`config.mk`:
```
export PLATFORM = sky130hd
export DESIGN_NAME = imem_loader
export DESIGN_NICKNAME = d
export VERILOG_FILES = /design/src/rtl/imem_loader_pkg.sv /design/src/rtl/imem_loader_pack.sv /design/src/rtl/imem_loader.sv
export SDC_FILE = /design/constraint.sdc
export NUM_CORES = 1
export LEC_CHECK = 0
export ABC_AREA = 1
export CORE_MARGIN = 1
export CORE_UTILIZATION = 60
export CTS_BUF_LIST = sky130_fd_sc_hd__clkbuf_2 sky130_fd_sc_hd__clkbuf_4 sky130_fd_sc_hd__clkbuf_8
export CTS_CLUSTER_SIZE = 8
export DETAILED_ROUTE_END_ITERATION = 10
export PLACE_DENSITY = 0.92
export SLEW_MARGIN = 25
export SYNTH_ARGS = -nofsm -noshare
export SYNTH_HDL_FRONTEND = slang
export SYNTH_HIERARCHICAL = 1
export SYNTH_SLANG_ARGS = --single-unit
```
`constraint.sdc`:
```
create_clock -name clk_i -period 4.4 [get_ports clk_i]
set_input_delay 1.1 -clock clk_i [delete_from_list [all_inputs] [get_ports clk_i]]
set_output_delay 1.1 -clock clk_i [all_outputs]
set_load 0.1 [all_outputs]
```
`src/rtl/imem_loader_pkg.sv`:
```
// Shared types and frame constants for the instruction-memory boot loader.
`timescale 1ns/1ps
package imem_loader_pkg;
  typedef enum logic [2:0] {
    ST_IDLE, ST_LEN, ST_DATA, ST_CSUM, ST_DONE, ST_ERR
  } state_t;

  localparam int MEM_BYTES_DEF = 131072;
  localparam int LEN_BYTES     = 4;
  localparam int CSUM_BYTES    = 1;
  localparam int NUM_LANES     = 4;
endpackage

```
`src/rtl/imem_loader_pack.sv`:
```
// Byte-to-word packer: collects bytes into lanes; word/strb include the byte being accepted now.
`timescale 1ns/1ps
module imem_loader_pack #(
  parameter int NUM_LANES = 4,
  localparam int LW = $clog2(NUM_LANES)
) (
  input  logic                        clk_i,
  input  logic                        rst_ni,
  input  logic [7:0]                  byte_i,
  input  logic [LW-1:0]               lane_i,
  input  logic                        valid_i,
  input  logic                        flush_i,
  output logic [NUM_LANES-1:0][7:0]   word_o,
  output logic [NUM_LANES-1:0]        strb_o
);
  for (genvar g = 0; g < NUM_LANES; g++) begin : g_lane
    logic [7:0] lane_q;
    logic       strb_q;
    logic       hit;

    assign hit       = valid_i && (lane_i == LW'(g));
    assign word_o[g] = hit ? byte_i : lane_q;
    assign strb_o[g] = hit | strb_q;

    // Flush clears the lane so a short tail word carries zeros in unreceived lanes.
    always_ff @(posedge clk_i or negedge rst_ni) begin
      if (!rst_ni) begin
        lane_q <= '0;
        strb_q <= 1'b0;
      end else if (flush_i) begin
        lane_q <= '0;
        strb_q <= 1'b0;
      end else if (hit) begin
        lane_q <= byte_i;
        strb_q <= 1'b1;
      end
    end
  end
endmodule

```
`src/rtl/imem_loader.sv`:
```
// Framed-stream boot loader: length header, payload packed into LE words, checksum gate on core release.
`timescale 1ns/1ps
module imem_loader
  import imem_loader_pkg::*;
#(
  parameter int          MEM_BYTES = MEM_BYTES_DEF,
  parameter logic [31:0] BASE_ADDR = 32'h0000_0000
) (
  input  logic        clk_i,
  input  logic        rst_ni,
  input  logic        start_i,
  input  logic [7:0]  rx_data_i,
  input  logic        rx_valid_i,
  output logic        rx_ready_o,
  output logic        wr_en_o,
  output logic [31:0] wr_addr_o,
  output logic [31:0] wr_data_o,
  output logic [3:0]  wr_strb_o,
  output logic        busy_o,
  output logic        done_o,
  output logic        err_o,
  output logic        core_hold_o
);
  state_t      state_q, state_d;
  logic [31:0] cnt_q, cnt_d, len_q, len_d;
  logic [7:0]  acc_q, acc_d;
  logic        done_d, err_d, hold_d, rdy_d;
  logic        fire, pk_valid, flush;
  logic [NUM_LANES-1:0][7:0] pk_word;
  logic [NUM_LANES-1:0]      pk_strb;

  assign fire = rx_valid_i && rx_ready_o;

  always_comb begin
    state_d  = state_q;
    cnt_d    = cnt_q;
    len_d    = len_q;
    acc_d    = acc_q;
    done_d   = done_o;
    err_d    = err_o;
    hold_d   = core_hold_o;
    pk_valid = 1'b0;
    flush    = 1'b0;
    unique case (state_q)
      ST_IDLE, ST_DONE, ST_ERR: begin
        if (start_i) begin
          state_d = ST_LEN;
          cnt_d   = '0;
          len_d   = '0;
          acc_d   = '0;
          done_d  = 1'b0;
          err_d   = 1'b0;
          hold_d  = 1'b1;
        end
      end
      ST_LEN: begin
        if (fire) begin
          len_d = {rx_data_i, len_q[31:8]};
          cnt_d = cnt_q + 32'd1;
          if (cnt_q == 32'(LEN_BYTES - 1)) begin
            cnt_d = '0;
            if (len_d > 32'(MEM_BYTES)) begin
              state_d = ST_ERR;
              err_d   = 1'b1;
            end else if (len_d == '0) begin
              state_d = ST_CSUM;
            end else begin
              state_d = ST_DATA;
            end
          end
        end
      end
      ST_DATA: begin
        if (fire) begin
          pk_valid = 1'b1;
          acc_d    = acc_q + rx_data_i;
          cnt_d    = cnt_q + 32'd1;
          if (cnt_q[1:0] == 2'd3 || cnt_d == len_q) flush = 1'b1;
          if (cnt_d == len_q) begin
            state_d = ST_CSUM;
            cnt_d   = '0;
          end
        end
      end
      ST_CSUM: begin
        if (fire && cnt_q == 32'(CSUM_BYTES - 1)) begin
          if (rx_data_i == acc_q) begin
            state_d = ST_DONE;
            done_d  = 1'b1;
            hold_d  = 1'b0;
          end else begin
            state_d = ST_ERR;
            err_d   = 1'b1;
          end
        end
      end
      default: state_d = ST_IDLE;
    endcase
    rdy_d = (state_d == ST_LEN) || (state_d == ST_DATA) || (state_d == ST_CSUM);
  end

  imem_loader_pack #(.NUM_LANES(NUM_LANES)) u_pack (
    .clk_i   (clk_i),
    .rst_ni  (rst_ni),
    .byte_i  (rx_data_i),
    .lane_i  (cnt_q[1:0]),
    .valid_i (pk_valid),
    .flush_i (flush),
    .word_o  (pk_word),
    .strb_o  (pk_strb)
  );

  always_ff @(posedge clk_i or negedge rst_ni) begin
    if (!rst_ni) begin
      state_q     <= ST_IDLE;
      cnt_q       <= '0;
      len_q       <= '0;
      acc_q       <= '0;
      rx_ready_o  <= 1'b0;
      busy_o      <= 1'b0;
      done_o      <= 1'b0;
      err_o       <= 1'b0;
      core_hold_o <= 1'b0;
      wr_en_o     <= 1'b0;
      wr_addr_o   <= '0;
      wr_data_o   <= '0;
      wr_strb_o   <= '0;
    end else begin
      state_q     <= state_d;
      cnt_q       <= cnt_d;
      len_q       <= len_d;
      acc_q       <= acc_d;
      rx_ready_o  <= rdy_d;
      busy_o      <= rdy_d;
      done_o      <= done_d;
      err_o       <= err_d;
      core_hold_o <= hold_d;
      wr_en_o     <= flush;
      // Address uses the pre-increment count so it names the word just completed.
      if (flush) begin
        wr_addr_o <= BASE_ADDR + {cnt_q[31:2], 2'b00};
        wr_data_o <= pk_word;
        wr_strb_o <= pk_strb;
      end
    end
  end
endmodule
```
==> run metrics, run 1 <==
status=complete, no violations; Synth top cells by count=nand2_1 (572), dfrtp_1 (182), inv_1 (176), nor2_1 (156), nand3_1 (151); via count=9,889; post-synth top area share=45.3%; core area=16,100 um^2; CP most frequent cell=nand2_1; met1 usage=48.1%; share of cells above drive strength 1=4.59%; nets=1,535; Netlist cell types=38; final core occ=70.9%; clk slew on worst S/H paths=0.10 ns; Synth Instances=1,448; CTS Hold Bufs=0; Crit. End Element=flip-flop; hold depth=2; Min Hold Slack=0.499 ns; max-slew violation count=0; Sink Count=182; final non-filler cell total=1,742; total congestion overflow=0; final setup fails=0; RSZ-0062 raised after global routing=false; antenna-violating nets left=0; Worst EP arrival=4.34 ns; cells along the critical path=ha_1 -> nand2_1 -> nor2_4 -> nand2_2 -> nor2_1 -> nand2_1 -> nand3_1 -> nand2_1 -> nor2_1 -> nand3b_1 -> nor2_1 -> nand4_4 -> nand2_4 -> buf_12 -> nand2_1 -> nand2_1; Most Crowded Layer GR=met2; total of flip-flops plus latches after synthesis=182; Site Rows=46; CP Max Fanout=72; Slew @ Worst Pin=1.07 ns; n_diodes=0; TritonCTS buffer count=17; dpl ws=0.565 ns; met2 Use GR=53.1%; Yosys warning total=6; Seq/Total Area, Yosys=45.3%; cts repair resizes=0; Port Buffers=83; Max Cap Violations=0; Routed wire per std cell=16.4 um; Die ar.=17,300 um^2; antenna violations before repair=0; Tmin final=3.94 ns; DP Area=11,000 um^2; Syn Area/Cell=6.95 um^2; worst setup margin=0.456 ns; Hold Fails Final Rpt=0; number of synthesized flops with an enable pin=0; Slew headroom=28.5%; Post-CTS Setup Bufs=0; first-pass GRT wire length=46,400 um; VDD IR max=0.513 mV; final period utilization=89.6%; Die H=132 um; biggest area consumer among synthesized cells=dfrtp_1; Async SR Flop Fraction=100%; fmax=254 MHz; DP HPWL=20,700 um; type of origin of the critical path=flip-flop; TritonCTS clock tree=done; area of the multi-input gates=4600 um^2; CP required=4.80 ns; static leakage=5.98 nW; Worst Path Buf+Inv=1; area delta synth->final=13.6%; CTS Buffer Depth=2; Crit path max-delay family=simple AND/OR/NAND/NOR gates; drt first pass iters=6; Die Span X=132 um; Clock Latency Late Sink=0.48 ns; Fin Clk Skew=0.0175 ns; Crit. path cell count=16; vias in the first global route=9,131; Power Density=413 nW/um^2; final setup TNS=0 ns; final WL=28,600 um; H-tree lvl count=4; count leader, synth=nand2_1; gp weighted congestion=0.995; Final Cell Area=11,400 um^2; initial DRC count=1,292; DRC=0; Slowest-stage cell, CP=dfrtp_1; Synth area leaders=dfrtp_1 (45%), nand2_1 (21%), nand3_1 (7.5%); met3 usage=5.63%; Hold WC Path Type=flip-flop to flip-flop; initial core utilization=62.4%; WS Path Type=flip-flop to flip-flop; FF-to-FF path depth=16; vias per cell=5.68; GRT Total Usage=34.2%; total power=4.72 mW; Synth Flop Type=dfrtp_1; Mapped Area=10,100 um^2; CP peak stage delay=0.74 ns; Storage cell area=4550 um^2; I/O pins=86; Root Buffer Master=clkbuf_8; dpl cells=1,710; fillers=1,303; pin count of the biggest net entering global routing=87
## worst paths after layout
path,start,slack (ns),to
setup / recovery,cnt_q[0],0.46,wr_addr_o[31]
hold / removal,acc_q[2],0.50,acc_q[2]
setup reg to reg,cnt_q[0],0.46,wr_addr_o[31]
hold reg to reg,acc_q[2],0.50,acc_q[2]
max in group asynchronous,rst_ni,2.70,cnt_q[29]
min in group asynchronous,rst_ni,0.64,len_q[14]
## kinds of logic (layout without fill, tap and decap cells)
group | Yosys count | count (layout) | share of synthesized area (%)
AOI/OAI and AO/OA | 88 | 88 | 4.94
and+or+nand+nor | 931 | 931 | 38.3
buffers and inverters | 230 | 307 | 9.32
adders and majority gates | 10 | 10 | 1.32
xor gates and xnor gates | 6 | 6 | 0.796
DFF | 182 | 182 | 45.3
other | 1 | 2 | 0.0373
## cell type report
type	instances	share of cell area, %
Clock buffer	19	2.23
Clock inverter	13	1.17
Inverter	179	5.88
Multi-Input combinational cell	1037	40.3
Sequential cell	182	39.8
Tap cell	216	2.36
Timing Repair Buffer	96	8.24
## report_power, final
group / switching, mW / internal, mW
sequential: 0.129 / 1.81
clock: 0.646 / 0.487
combinational: 1.22 / 0.431
total: 1.99 / 2.73
## per-layer routing
layer	vias up	wire [um]
met3	52	2630
met4	0	704
met2	523	13200
li1	4659	-
met5	-	0
met1	4655	12100
## worst register-to-register path: stages, from the launching register on
cell and delay, ns:
dfrtp_1 0.74, ha_1 0.35, nand2_1 0.15, nor2_4 0.24, nand2_2 0.13, nor2_1 0.30
nand2_1 0.12, nand3_1 0.09, nand2_1 0.07, nor2_1 0.12, nand3b_1 0.12, nor2_1 0.22
nand4_4 0.39, nand2_4 0.32, buf_12 0.31, nand2_1 0.13, nand2_1 0.08
## cell usage in the layout, fill, tap and decap left out, types with 2 or more instances in the layout
master,Yosys,layout
clkdlybuf4s50_1,0,82
inv_1,176,175
conb_1,1,2
nand4_1,21,21
nor2_1,156,155
nor2_2,3,4
o22ai_1,23,23
a21oi_1,34,34
inv_6,0,4
xor2_1,4,4
nand3_2,3,3
dfrtp_1,182,182
nor2_4,6,6
nand3_1,151,151
o21ai_1,2,2
clkinv_4,0,2
nand2_1,572,571
inv_8,0,3
nor4_1,8,8
clkinv_2,0,2
o211ai_1,2,2
nor3_1,4,4
o21ai_0,20,19
nand2_2,5,5
clkbuf_8,0,18
xnor3_1,2,2
buf_4,5,12
inv_2,2,3
ha_1,9,9
## sequential cells by signal, indices dropped and copies added, names as in the netlist
name / count
cnt_q: 32
done_o: 1
wr_addr_o: 30
state_q: 3
u_pack/g_lane.strb_q: 4
acc_q: 8
err_o: 1
core_hold_o: 1
u_pack/g_lane.lane_q: 32
len_q: 32
busy_o: 1
wr_en_o: 1
wr_data_o: 32
wr_strb_o: 4
No activity file was read; power rests on OpenSTA's default activity.
==> run 2, diff against run 1 <==
CORE_UTILIZATION = 62   (was 60)
CTS_CLUSTER_DIAMETER = 50   (was default)
DONT_BUFFER_PORTS = 1   (was default)
GPL_TIMING_DRIVEN = 0   (was default)
PLACE_DENSITY = 0.88   (was 0.92)
==> run 2 against run 1 <==
  * Wire length increased by 1.1%
  * Total power decreased by 2.3%
  * Largest cell class unchanged
  * Die area decreased by 3.2%
  * Combinational power decreased by 13%
  * Register-to-register slack got worse by 0.06 ns
  * Critical path depth increased by 2
  * Cell count decreased by 2.7%
  * Via count decreased by 1.3%
  * First-iteration DRC count decreased by 16%
  * Sequential cell count unchanged
  * Clock skew decreased by 0.0042 ns
  * Cell area decreased by 6.3%
==> run metrics, run 2 (same netlist as run 1, synthesis figures left out) <==
VDD IR max=0.535 mV (+4.2%); CTS Hold Bufs=0 (unchanged); GRT Total Usage=36.0% (+1.8 points); Routed wire per std cell=17.1 um (+3.9%); final setup fails=0 (unchanged); H-tree lvl count=4 (unchanged); Worst R2R End=u_pack/g_lane[0].lane_q[2]; DP HPWL=21,200 um (+2.4%); FF-to-FF path depth=18 (+2); fmax=250 MHz (-1.4%); CP most frequent cell=nand2_1; Hold WC Path Type=input port to asynchronous set/reset pin; CP required=4.77 ns (-0.03 ns); core area=15,900 um^2 (-1.4%); TritonCTS buffer count=17 (unchanged); Port Buffers=0 (-100%); Slowest-stage cell, CP=dfrtp_1; share of cells above drive strength 1=5.07% (+0.48 points); first-pass GRT wire length=45,200 um (-2.5%); pin count of the biggest net entering global routing=183 (+110%); total congestion overflow=0 (unchanged); Slew headroom=35.9% (+7.4 points); status=complete, no violations; RSZ-0062 raised after global routing=false; via count=9,760 (-1.3%); CP Max Fanout=19 (-74%); Site Rows=46 (unchanged); Root Buffer Master=clkbuf_8; nets=1,489 (-3.0%); n_diodes=0 (unchanged); final WL=28,900 um (+1.1%); Worst Path Buf+Inv=2 (+1); Die Span X=129 um (-1.6%); TritonCTS clock tree=done; drt first pass iters=6 (unchanged); CTS Buffer Depth=2 (unchanged); most frequent cells in the layout=nand2_1 (572), dfrtp_1 (181), inv_1 (176); final non-filler cell total=1,695 (-2.7%); static leakage=5.76 nW (-3.7%); max-slew violation count=0 (unchanged); CP startpoint=cnt_q[1]; Tmin final=4.00 ns (+0.0574 ns); type of origin of the critical path=flip-flop; antenna violations before repair=0 (unchanged); Fin Clk Skew=0.0132 ns (-0.00422 ns); Die H=129 um (-1.6%); Sink Count=182 (unchanged); Hold Fails Final Rpt=0 (unchanged); Die ar.=16,700 um^2 (-3.2%); dpl cells=1,665 (-2.6%); Worst EP arrival=4.37 ns (+0.03 ns); final period utilization=90.9% (+1.3 points); Crit. End Element=flip-flop; r2r setup slk=0.40 ns (-0.06 ns); WS Path Type=flip-flop to flip-flop; area delta synth->final=6.44%; Power Density=431 nW/um^2 (+4.3%); initial core utilization=63.4% (+0.91 points); antenna-violating nets left=0 (unchanged); gp weighted congestion=0.979 (-1.7%); clk slew on worst S/H paths=0.10 ns (about the same); Post-CTS Setup Bufs=0 (unchanged); Clock Latency Late Sink=0.50 ns (+0.02 ns); I/O pins=86 (unchanged); FF-to-FF Start=cnt_q[1]; final setup TNS=0 ns (unchanged); Crit path max-delay family=simple AND/OR/NAND/NOR gates; vias per cell=5.76 (+1.4%); initial DRC count=1,088 (-16%); vias in the first global route=8,880 (-2.7%); Max Cap Violations=0 (unchanged); DRC=0 (unchanged); cells along the critical path=ha_1 -> nand2_1 -> nor2_4 -> nand2_1 -> nor2_2 -> nand2_1 -> nand2_1 -> nand2_1 -> nand2_1 -> nand2_1 -> nor2_1 -> nand2_1 -> nor2_1 -> nand4_2 -> nand2_2 -> buf_2 -> clkbuf_2 -> nor2_1; CP peak stage delay=0.56 ns (-0.18 ns); Slew @ Worst Pin=0.962 ns (-0.107 ns); leading cell type in the layout, fill and taps excluded=nand2_1
-- run 2: cell count changes in the layout (fill, tap and decap cells not counted), moves of 5 or more --
cell	previous run	this run
clkdlybuf4s50_1	82	0
buf_6	1	6
clkbuf_1	0	24
buf_4	12	5
buf_2	0	9
-- run 2: repair_timing --
action,4_1_cts,5_1_grt
endpoints found under the setup margin,0,30
gates resized for setup,0,7
hold endpoints to repair,0,0
-- run 2: how the worst max path moves through the flow --
stage / to / slack, ns / cells past startpoint
finish: u_pack/g_lane[0].lane_q[2] / 0.40 / 18
global route: u_pack/g_lane[0].lane_q[2] / 0.17 / 18
CTS: u_pack/g_lane[0].lane_q[2] / 0.02 / 19
detailed placement: u_pack/g_lane[0].lane_q[2] / 0.06 / 19
global placement: u_pack/g_lane[2].lane_q[1] / 0.13 / 19
floorplan: u_pack/g_lane[0].lane_q[7] / 1.29 / 19
-- run 2: routing by layer --
| metal | part of all wire, % | GRT usage (%) | up-vias |
|---|---|---|---|
| met1 | 42 | 49.0 | 4565 |
| met2 | 45 | 54.6 | 513 |
| met3 | 9.6 | 8.51 | 99 |
| met4 | 4.1 | 16.8 | 0 |
| met5 | 0 | 0 | - |
| li1 | - | - | 4583 |
-- run 2: metrics by stage --
stage               worst slack [ns]  instance area [um^2]  utilization, %  hold WS [ns]  power, mW
floorplan                       1.29                 10100               -         0.450       3.05
global placement               0.126                 10300            65.1         0.466       3.47
detailed placement            0.0612                 10300            65.1         0.484       3.49
CTS                           0.0227                 10700            67.4         0.278       4.59
global route                   0.166                 10700            67.4         0.266       4.85
finish                         0.399                 10700            67.4         0.294       4.62
-- run 2: final cells by class --
type | count | area [um^2]
multi-input combinational | 1037 | 4570
clock buffer | 19 | 249
sequential | 182 | 4560
clock inverter | 12 | 124
fill | 1418 | 5170
inverter | 179 | 672
buffer | 50 | 267
tap | 216 | 270
-- run 2: worst reg2reg max path, stage by stage (launching register included) --
cell      delay (ns)
dfrtp_1         0.56
ha_1            0.35
nand2_1         0.16
nor2_4          0.26
nand2_1         0.13
nor2_2          0.32
nand2_1         0.09
nand2_1         0.10
nand2_1         0.06
nand2_1         0.09
nand2_1         0.05
nor2_1          0.08
nand2_1         0.05
nor2_1          0.24
nand4_2         0.29
nand2_2         0.20
buf_2           0.40
clkbuf_2        0.35
nor2_1          0.09
-- run 2: report_power, final --
group | switching (mW) | total (mW) | internal [mW]
Sequential | 0.254 | 2.06 | 1.81
Clock | 0.648 | 1.12 | 0.468
Combinational | 1.04 | 1.43 | 0.395
